===== src/rtl/uart_pkg.sv =====
// Shared UART definitions: FSM state encoding, frame constants and a parity helper.
package uart_pkg;

  typedef enum logic [2:0] {
    IDLE,
    START,
    DATA,
    PARITY,
    STOP
  } uart_state_e;

  localparam int   UART_DATA_BITS      = 8;
  localparam int   UART_BYTES_PER_WORD = 4;
  localparam logic UART_IDLE_LEVEL     = 1'b1;

  function automatic logic even_parity8(input logic [7:0] b);
    return ^b;
  endfunction

endpackage


===== src/rtl/uart_baud_tick.sv =====
// Bit-period timer: counts 0..CLKS_PER_BIT-1 and pulses tick on the terminal count.
module uart_baud_tick #(
  parameter int CLKS_PER_BIT = 4
) (
  input  logic clk,
  input  logic rst,
  input  logic clr,
  output logic tick
);

  localparam int            CW   = (CLKS_PER_BIT > 1) ? $clog2(CLKS_PER_BIT) : 1;
  localparam logic [CW-1:0] TERM = CW'(CLKS_PER_BIT - 1);

  logic [CW-1:0] cnt_q, cnt_d;

  assign tick = (cnt_q == TERM);

  always_comb begin
    cnt_d = cnt_q;
    if (clr || tick) cnt_d = '0;
    else             cnt_d = cnt_q + CW'(1);
  end

  always_ff @(posedge clk or negedge rst) begin
    if (!rst) cnt_q <= '0;
    else      cnt_q <= cnt_d;
  end

endmodule


===== src/rtl/uart_word_tx.sv =====
// UART transmitter sending 32-bit words as four LSB-first 8N1 frames.
// Define UART_WORD_TX_PARITY_EN to insert an even-parity bit after each byte.
module uart_word_tx
  import uart_pkg::*;
#(
  parameter int CLKS_PER_BIT = 4,
  parameter int CNT_W        = 16
) (
  input  logic             clk,
  input  logic             rst,
  input  logic [31:0]      word_data,
  input  logic             word_valid,
  output logic             word_ready,
  output logic             tx,
  output logic             busy,
  output logic [CNT_W-1:0] words_sent
);

  uart_state_e      state_q, state_d;
  logic [2:0]       bit_q, bit_d;
  logic [1:0]       byte_q, byte_d;
  logic [31:0]      shift_q, shift_d;
  logic             tx_q, tx_d;
  logic             ready_q, ready_d;
  logic             busy_q, busy_d;
  logic [CNT_W-1:0] sent_q, sent_d;
  logic [7:0]       cur_byte;
  logic             tick;
  logic             baud_clr;

  // Restart the bit timer on every state change so each bit gets a full period.
  assign baud_clr = (state_q == IDLE) || (state_d != state_q);

  uart_baud_tick #(
    .CLKS_PER_BIT(CLKS_PER_BIT)
  ) u_baud (
    .clk (clk),
    .rst (rst),
    .clr (baud_clr),
    .tick(tick)
  );

  always_comb begin
    state_d = state_q;
    bit_d   = bit_q;
    byte_d  = byte_q;
    shift_d = shift_q;
    sent_d  = sent_q;
    case (state_q)
      IDLE: begin
        if (word_valid && ready_q) begin
          shift_d = word_data;
          bit_d   = '0;
          byte_d  = '0;
          state_d = START;
        end
      end
      START: begin
        if (tick) begin
          bit_d   = '0;
          state_d = DATA;
        end
      end
      DATA: begin
        if (tick) begin
          if (bit_q == 3'(UART_DATA_BITS - 1)) begin
`ifdef UART_WORD_TX_PARITY_EN
            state_d = PARITY;
`else
            state_d = STOP;
`endif
          end else begin
            bit_d = bit_q + 3'd1;
          end
        end
      end
`ifdef UART_WORD_TX_PARITY_EN
      PARITY: begin
        if (tick) state_d = STOP;
      end
`endif
      STOP: begin
        if (tick) begin
          if (byte_q == 2'(UART_BYTES_PER_WORD - 1)) begin
            sent_d  = sent_q + CNT_W'(1);
            state_d = IDLE;
          end else begin
            byte_d  = byte_q + 2'd1;
            shift_d = shift_q >> UART_DATA_BITS;
            state_d = START;
          end
        end
      end
      default: state_d = IDLE;
    endcase
  end

  // Line level is decoded from the next state so tx comes straight from a flop.
  always_comb begin
    cur_byte = shift_d[7:0];
    ready_d  = (state_d == IDLE);
    busy_d   = (state_d != IDLE);
    case (state_d)
      START:   tx_d = ~UART_IDLE_LEVEL;
      DATA:    tx_d = cur_byte[bit_d];
`ifdef UART_WORD_TX_PARITY_EN
      PARITY:  tx_d = even_parity8(cur_byte);
`endif
      default: tx_d = UART_IDLE_LEVEL;
    endcase
  end

  always_ff @(posedge clk or negedge rst) begin
    if (!rst) begin
      state_q <= IDLE;
      bit_q   <= '0;
      byte_q  <= '0;
      shift_q <= '0;
      tx_q    <= UART_IDLE_LEVEL;
      ready_q <= 1'b0;
      busy_q  <= 1'b0;
      sent_q  <= '0;
    end else begin
      state_q <= state_d;
      bit_q   <= bit_d;
      byte_q  <= byte_d;
      shift_q <= shift_d;
      tx_q    <= tx_d;
      ready_q <= ready_d;
      busy_q  <= busy_d;
      sent_q  <= sent_d;
    end
  end

  assign word_ready = ready_q;
  assign tx         = tx_q;
  assign busy       = busy_q;
  assign words_sent = sent_q;

endmodule


===== config.mk =====
export PLATFORM = sky130hd
export DESIGN_NAME = uart_word_tx
export DESIGN_NICKNAME = d
export VERILOG_FILES = /design/src/rtl/uart_pkg.sv /design/src/rtl/uart_baud_tick.sv /design/src/rtl/uart_word_tx.sv
export SDC_FILE = /design/constraint.sdc
export NUM_CORES = 1
export LEC_CHECK = 0
export BUFFER_PORTS_ARGS = -buffer_cell sky130_fd_sc_hd__buf_4
export CELL_PAD_IN_SITES_DETAIL_PLACEMENT = 1
export CELL_PAD_IN_SITES_GLOBAL_PLACEMENT = 1
export CORE_UTILIZATION = 39
export DETAILED_ROUTE_END_ITERATION = 8
export GPL_ROUTABILITY_DRIVEN = 0
export PLACE_DENSITY_LB_ADDON = 0.08
export SYNTH_ARGS = -nofsm -noshare
export SYNTH_HDL_FRONTEND = slang
export SYNTH_SLANG_ARGS = --single-unit
export TNS_END_PERCENT = 10

===== constraint.sdc =====
create_clock -name clk -period 1.9 [get_ports clk]
set_input_delay 0.095 -clock clk [delete_from_list [all_inputs] [get_ports clk]]
set_output_delay 0.095 -clock clk [all_outputs]
set_load 0.02 [all_outputs]

==> flow_summary.json, run 1 <==
{
  "p_sw_uw": 1420,
  "powerDensity_nw_per_um2": 1140,
  "die_h_um": 87.1,
  "drtIter0Drc": 47,
  "ir_drop_mv": 0.520,
  "worstPathArrival_ps": 2280,
  "first_global_vias": 2461,
  "status": "complete, but fails checks",
  "crit_type": "flop to flop",
  "yosys.area.top_type": "dfrtp_1",
  "fin_setup_tns_ps": -132,
  "crit_path_end_kind": "flop",
  "cts_root_buffer": "clkbuf_8",
  "p_seq_frac": 0.401,
  "synth-xor-area-share": 0.0496,
  "p_total_uw": 4700,
  "synth_fa_ha_area_frac": 0.0177,
  "failed_checks": "setup timing",
  "nNetsFinal": 404,
  "p_clk_frac": 0.272,
  "rsz0062_at_grt": "true",
  "grt-ovfl-total": 0,
  "dr.pass1.iters": 4,
  "multiInputGateArea_um2": 1270,
  "yosysTopAreaCellShare": 0.532,
  "r2r_setup_slack_ps": -130,
  "grt_usage": 0.213,
  "drive_gt1_frac": 0.366,
  "syn-num-nets": 288,
  "maxCapViolations": 0,
  "placed_area_um2": 3530,
  "holdCritPathClass": "primary input to flop",
  "avgRoutedWirePerCell_um": 15.8,
  "io_pins": 54,
  "synth_commonest_cells": "dfrtp_1, nand2_1, a22oi_1, nor2_1, and3_1",
  "utilization": 0.598,
  "die_w_um": 87.1,
  "cts.clk_slew.worst_paths_ps": 60,
  "io_buffers": 53,
  "slowest_delay_ps": 350,
  "syn_to_final_growth_pct": 46.2,
  "cts_tree": "done",
  "worstPathRequired_ps": 2150,
  "synth_area_leaders": "dfrtp_1, nand2_1, a22oi_1",
  "cp_top_family": "compound AO/OA/AOI/OAI gates",
  "syn_area_um2": 2820,
  "busiest_layer": "met2",
  "period_minus_slack_ps": 2030,
  "route.vias.total": 2349,
  "reg2reg_depth": 9,
  "path_buf_inv": 2,
  "grt_antenna_before_repair": 0,
  "synth.most_common_cell": "dfrtp_1",
  "clock_path_buffers": 2,
  "clock_sinks": 61,
  "fin_area_um2": 4130,
  "rr_endpoint": "tx",
  "dpl.hpwl_um": 4700,
  "seq_area_um2": 1530,
  "hp-start": "word_data[6]",
  "async_reset_ff_frac": 1.00,
  "grt_use_met2": 0.354,
  "crit_top_cell": "mux2i_1",
  "critPathLaunchType": "flop",
  "die-area_um2": 7580,
  "synthSimpleGateAreaFrac": 0.165,
  "syn-instance-count": 249,
  "setup_viol": 1,
  "start_util": 0.409,
  "ys_types": 49,
  "cts_buffers": 9,
  "crit_chain": "ha_2 > buf_6 > a21boi_4 > mux2i_1 > o2bb2ai_2 > buf_4 > mux2i_1 > a32o_1 > a311oi_2",
  "maxSlewViolCount": 0,
  "vias_per_cell": 5.05,
  "synth.area.mux_share": 0.0368,
  "num_rows": 30,
  "postRouteAntennaNets": 0,
  "ys_seq_area_frac": 0.541,
  "p_int_uw": 3280,
  "holdPathEnd": "shift_q[6]",
  "synth_top_family_by_area": "simple AND/OR/NAND/NOR gates",
  "wl_um": 7340,
  "synth_area_per_cell_um2": 11.3,
  "synth-compound-area-share": 0.155,
  "worst_slew_pin_slew_ps": 779,
  "synth_seq_cells": 61,
  "grt_start_max_net_pins": 62,
  "place_inst": 417,
  "skew_ps": 9.32,
  "clk_latency_ps": 340,
  "p_leak_uw": 0.00207,
  "period_share": 1.07,
  "reg2reg_from": "u_baud.cnt_q[0]",
  "grtUsageMet1": 0.272,
  "synth_edf_count": 0,
  "synth_top_flop_cell": "dfrtp_1",
  "hold_depth": 2,
  "p_sw_frac": 0.303,
  "grt_use_met3": 0.0578,
  "relSlewSlack": 0.481,
  "fmax_mhz": 492,
  "yosysWarningCount": 0,
  "cts.htree.levels": 3,
  "critPathMaxFanout": 4,
  "core_um2": 6910,
  "grt_pass1_wl_um": 12000,
  "finalHoldViolations": 0,
  "final_cells": 465,
  "n_antenna_cell": 0,
  "slowest_stage": "dfrtp_1",
  "worst_slack_ps": -132,
  "comb_power_share": 0.327,
  "route.detailed.drc": 0,
  "final.fill_count": 750
}
worst max path at each step:
stage	from	to	slack [ps]	depth (start not counted)
2_1_floorplan	state_q[1]	tx	-6	9
3_3_place_gp	u_baud.cnt_q[0]	tx	-150	8
3_5_place_dp	u_baud.cnt_q[0]	tx	-220	8
4_1_cts	u_baud.cnt_q[0]	tx	-130	9
5_1_grt	u_baud.cnt_q[0]	tx	-220	9
6_report	u_baud.cnt_q[0]	tx	-130	9
cell usage in the layout, fill, tap and decap left out, types with 7 or more instances in the layout:
| cell | netlist | routed |
|---|---|---|
| nor2_1 | 15 | 12 |
| a22oi_1 | 16 | 16 |
| dlygate4sd3_1 | 0 | 26 |
| mux2i_1 | 7 | 7 |
| a22o_1 | 8 | 8 |
| xnor2_1 | 10 | 10 |
| nand2_1 | 45 | 45 |
| clkbuf_8 | 0 | 10 |
| and3_1 | 12 | 12 |
| dfrtp_1 | 60 | 60 |
| buf_4 | 1 | 88 |
sequential cells by signal, indices dropped and copies added (netlist names):
| signal | cells |
|---|---|
| shift_q | 32 |
| tx | 1 |
| words_sent | 16 |
| bit_q | 3 |
| byte_q | 2 |
| busy | 1 |
| u_baud.cnt_q | 2 |
| word_ready | 1 |
| state_q | 3 |
through the flow:
stage | hold slack [ps] | worst slack [ps]
global placement | 226 | -146
detailed placement | 229 | -217
CTS | 5.01 | -126
floorplan | -201 | -5.82
finish | 16.6 | -132
global route | 9.85 | -223
power by group through the flow:
stage          sequential [µW]  clock [µW]  combinational (µW)
2_1_floorplan             1890           0                 855
3_3_place_gp              1890           0                1330
3_5_place_dp              1900           0                1380
4_1_cts                   1880        1310                1510
5_1_grt                   1930        1370                1710
6_report                  1890        1280                1540
cells by family after synthesis:
kind of cell / Yosys count
AOI/OAI and AO/OA: 47
xor gates and xnor gates: 16
adders and majority gates: 4
buffers and inverters: 17
DFF: 61
muxes: 10
and+or+nand+nor: 94
worst reg2reg max path, stage by stage, from the launching register on:
cell and delay [ps]:
dfrtp_1 350, ha_2 190, buf_6 120, a21boi_4 210, mux2i_1 250, o2bb2ai_2 80, buf_4 150, mux2i_1 120
a32o_1 270, a311oi_2 200
per-layer routing:
layer,up-vias,routed length [µm]
met5,-,0
met3,11,247
met1,1166,3310
met2,47,3670
li1,1125,-
met4,0,118
final cells by class:
cell class              count  share of cell area
flip-flops and latches     61               0.370
multi-input cells         172               0.308
repair buffers            118               0.238
clock buffers              11              0.0343
well taps                  96              0.0291
clock inverters             4              0.0176
inverters                   3             0.00273
what timing repair did:
action	in CTS	in global routing
endpoints found under the hold margin	84	1
buffers inserted	5	2
gates cloned	1	0
resized for setup	7	10
setup endpoints to repair	2	33
pin swaps	4	3
hold buffers	25	1
Power figures use the tool's default switching activity.
==> run 2: changes to the inputs <==
--- a/config.mk
+++ b/config.mk
@@ -5,10 +5,11 @@
 export SDC_FILE = /design/constraint.sdc
 export NUM_CORES = 1
 export LEC_CHECK = 0
+export ABC_AREA = 1
 export BUFFER_PORTS_ARGS = -buffer_cell sky130_fd_sc_hd__buf_4
 export CELL_PAD_IN_SITES_DETAIL_PLACEMENT = 1
 export CELL_PAD_IN_SITES_GLOBAL_PLACEMENT = 1
-export CORE_UTILIZATION = 39
+export CORE_UTILIZATION = 38
 export DETAILED_ROUTE_END_ITERATION = 8
 export GPL_ROUTABILITY_DRIVEN = 0
 export PLACE_DENSITY_LB_ADDON = 0.08
==> flow_summary.json, run 2 <==
{
  "clock_path_buffers": 2,
  "holdCritPathClass": "primary input to flop",
  "die_w_um": 90.5,
  "syn_area_um2": 2980,
  "comb_power_share": 0.314,
  "slowest_delay_ps": 470,
  "p_sw_uw": 1580,
  "route.detailed.drc": 0,
  "slowest_stage": "dfrtp_2",
  "crit_chain": "nor2_4 > nand2_4 > nor2_2 > nand2_1 > nand2_1 > nor2_1 > nand2_1 > nand3_1 > nand3_1 > nand3_1 > nand2_1",
  "clock_sinks": 61,
  "setup_viol": 0,
  "syn-num-nets": 359,
  "clk_latency_ps": 340,
  "vias_per_cell": 4.82,
  "first_global_vias": 2664,
  "place_inst": 469,
  "crit_path_end_kind": "flop",
  "grt_usage": 0.196,
  "grt_antenna_before_repair": 0,
  "wl_um": 7380,
  "hp-start": "word_data[16]",
  "worstPathRequired_ps": 2170,
  "drtIter0Drc": 90,
  "cts.htree.levels": 3,
  "multiInputGateArea_um2": 1270,
  "p_sw_frac": 0.339,
  "grt-ovfl-total": 0,
  "period_minus_slack_ps": 1820,
  "maxSlewViolCount": 0,
  "p_int_uw": 3080,
  "yosys.area.top_type": "dfrtp_1",
  "maxCapViolations": 0,
  "drive_gt1_frac": 0.289,
  "finalHoldViolations": 0,
  "worst_slew_pin_slew_ps": 471,
  "cp_top_family": "simple AND/OR/NAND/NOR gates",
  "synth_edf_count": 0,
  "final.fill_count": 852,
  "route.vias.total": 2463,
  "crit_top_cell": "nand2_1",
  "final_cells": 511,
  "synth_seq_cells": 61,
  "cts_tree": "done",
  "io_buffers": 53,
  "avgRoutedWirePerCell_um": 14.4,
  "ir_drop_mv": 0.557,
  "post-place-ws_ps": -11.9,
  "fmax_mhz": 550,
  "crit_type": "flop to flop",
  "p_leak_uw": 0.00211,
  "p_clk_frac": 0.272,
  "num_rows": 31,
  "io_pins": 54,
  "critPathMaxFanout": 5,
  "die-area_um2": 8200,
  "postRouteAntennaNets": 0,
  "die_h_um": 90.5,
  "path_buf_inv": 0,
  "synth_commonest_cells": "nand2_1, dfrtp_1, inv_1, nand3_1, nor2_1",
  "period_share": 0.957,
  "r2r_setup_slack_ps": 80,
  "reg2reg_depth": 11,
  "n_antenna_cell": 0,
  "syn_to_final_growth_pct": 35.2,
  "relSlewSlack": 0.686,
  "ys_types": 36,
  "cts_buffers": 9,
  "hold_depth": 3,
  "largest_register": "shift_q",
  "powerDensity_nw_per_um2": 1150,
  "rsz0062_at_grt": "true",
  "cts_root_buffer": "clkbuf_8",
  "status": "finished, final reports clean",
  "largest_reg_flops": 32,
  "yosysWarningCount": 0,
  "final_common_cell": "nand2_1",
  "dr.pass1.iters": 4,
  "rr_endpoint": "tx",
  "synth_top_flop_cell": "dfrtp_1",
  "worstPathArrival_ps": 2090,
  "ys_seq_area_frac": 0.513,
  "grt_start_max_net_pins": 36,
  "critPathLaunchType": "flop",
  "holdPathEnd": "shift_q[16]",
  "yosysTopAreaCellShare": 0.504,
  "synth_area_leaders": "dfrtp_1, nand2_1, inv_1",
  "cts.clk_slew.worst_paths_ps": 70,
  "worst_slack_ps": 81.2,
  "core_um2": 7410,
  "synth.most_common_cell": "nand2_1",
  "start_util": 0.402,
  "p_seq_frac": 0.415,
  "final_cell_mix": "nand2_1, buf_4, dfrtp_1",
  "nNetsFinal": 447,
  "dpl.hpwl_um": 5000,
  "async_reset_ff_frac": 1.00,
  "synth_area_per_cell_um2": 9.31,
  "reg2reg_from": "state_q[0]",
  "skew_ps": 11.0,
  "syn-instance-count": 320,
  "seq_area_um2": 1530,
  "grt_pass1_wl_um": 12700
}
-- run 2: changes by cell type in the layout (fill, tap and decap cells not counted), sizes merged, moves of 5 or more --
cell,change
buf,-30
o21ai,+9
xor2,+6
nand3,+21
nor2,+20
dlygate4sd3,-5
nand2,+26
xnor2,-7
mux2i,-7
nor3,+5
a221o,-8
and3,-11
inv,+47
-- run 2: tightest hold or removal path: cells and delay by family --
family,cells,cell delay [ps]
AO/OA/AOI/OAI,1,80
buffers and inverters,1,80
AND/OR/NAND/NOR,1,70
-- run 2: per-layer routing --
metal  part of all wire  global-route usage  vias up
li1                   -                   -     1213
met1               0.47               0.248     1205
met4             0.0085              0.0672        0
met3              0.026              0.0480        6
met5                  0                   0        -
met2               0.50               0.324       39
-- run 2: worst max path at each step --
stage,start,end,slack [ps],depth (start not counted)
after detailed placement,u_baud.cnt_q[0],tx,-10,12
after global routing,state_q[0],tx,-40,11
after CTS,u_baud.cnt_q[0],tx,9,12
after global placement,state_q[1],tx,100,11
final,state_q[0],tx,80,11
after floorplan,words_sent[0],words_sent[14],270,8
-- run 2: power groups by stage --
stage	combinational [µW]	sequential, µW	clock (µW)
6_report	1460	1930	1260
5_1_grt	1650	1970	1360
4_1_cts	1380	1910	1300
3_5_place_dp	1330	1930	0
3_3_place_gp	1290	1920	0
2_1_floorplan	968	1910	0
-- run 2: area by class of cell --
class / count / area share
repair buffers: 83 / 0.174
multi-input cells: 202 / 0.314
clock inverters: 4 / 0.0180
inverters: 51 / 0.0481
flip-flops and latches: 61 / 0.380
well taps: 99 / 0.0307
clock buffers: 11 / 0.0351
-- run 2: through the flow --
stage | power [µW] | setup TNS [ps] | hold slack (ps) | utilization | cell area [µm²]
6_report | 4650 | 0 | 25.6 | 0.544 | 4030
5_1_grt | 4990 | -42.6 | 31.9 | 0.544 | 4030
4_1_cts | 4590 | 0 | 7.07 | 0.532 | 3940
3_5_place_dp | 3260 | -11.9 | 90.1 | 0.473 | 3510
3_3_place_gp | 3220 | 0 | 88.5 | 0.473 | 3510
2_1_floorplan | 2880 | 0 | -201 | - | 2980
-- run 2: what timing repair did --
item / in CTS / in global routing
hold buffers: 21 / 0
gates cloned: 0 / 1
pin swaps: 0 / 3
buffers inserted: 0 / 5
endpoints found under the setup margin: 1 / 14
gates resized for setup: 1 / 13
endpoints found under the hold margin: 53 / 0
-- run 2: cell families (layout without fill, tap and decap cells) --
logic type                 Yosys count  after routing  synth area share
AOI/OAI and AO/OA                   41             41            0.0949
adders and majority gates            4              4            0.0168
buffers and inverters               58            149            0.0811
xor gates and xnor gates            15             15            0.0441
and+or+nand+nor                    141            142             0.250
DFF                                 61             61             0.513
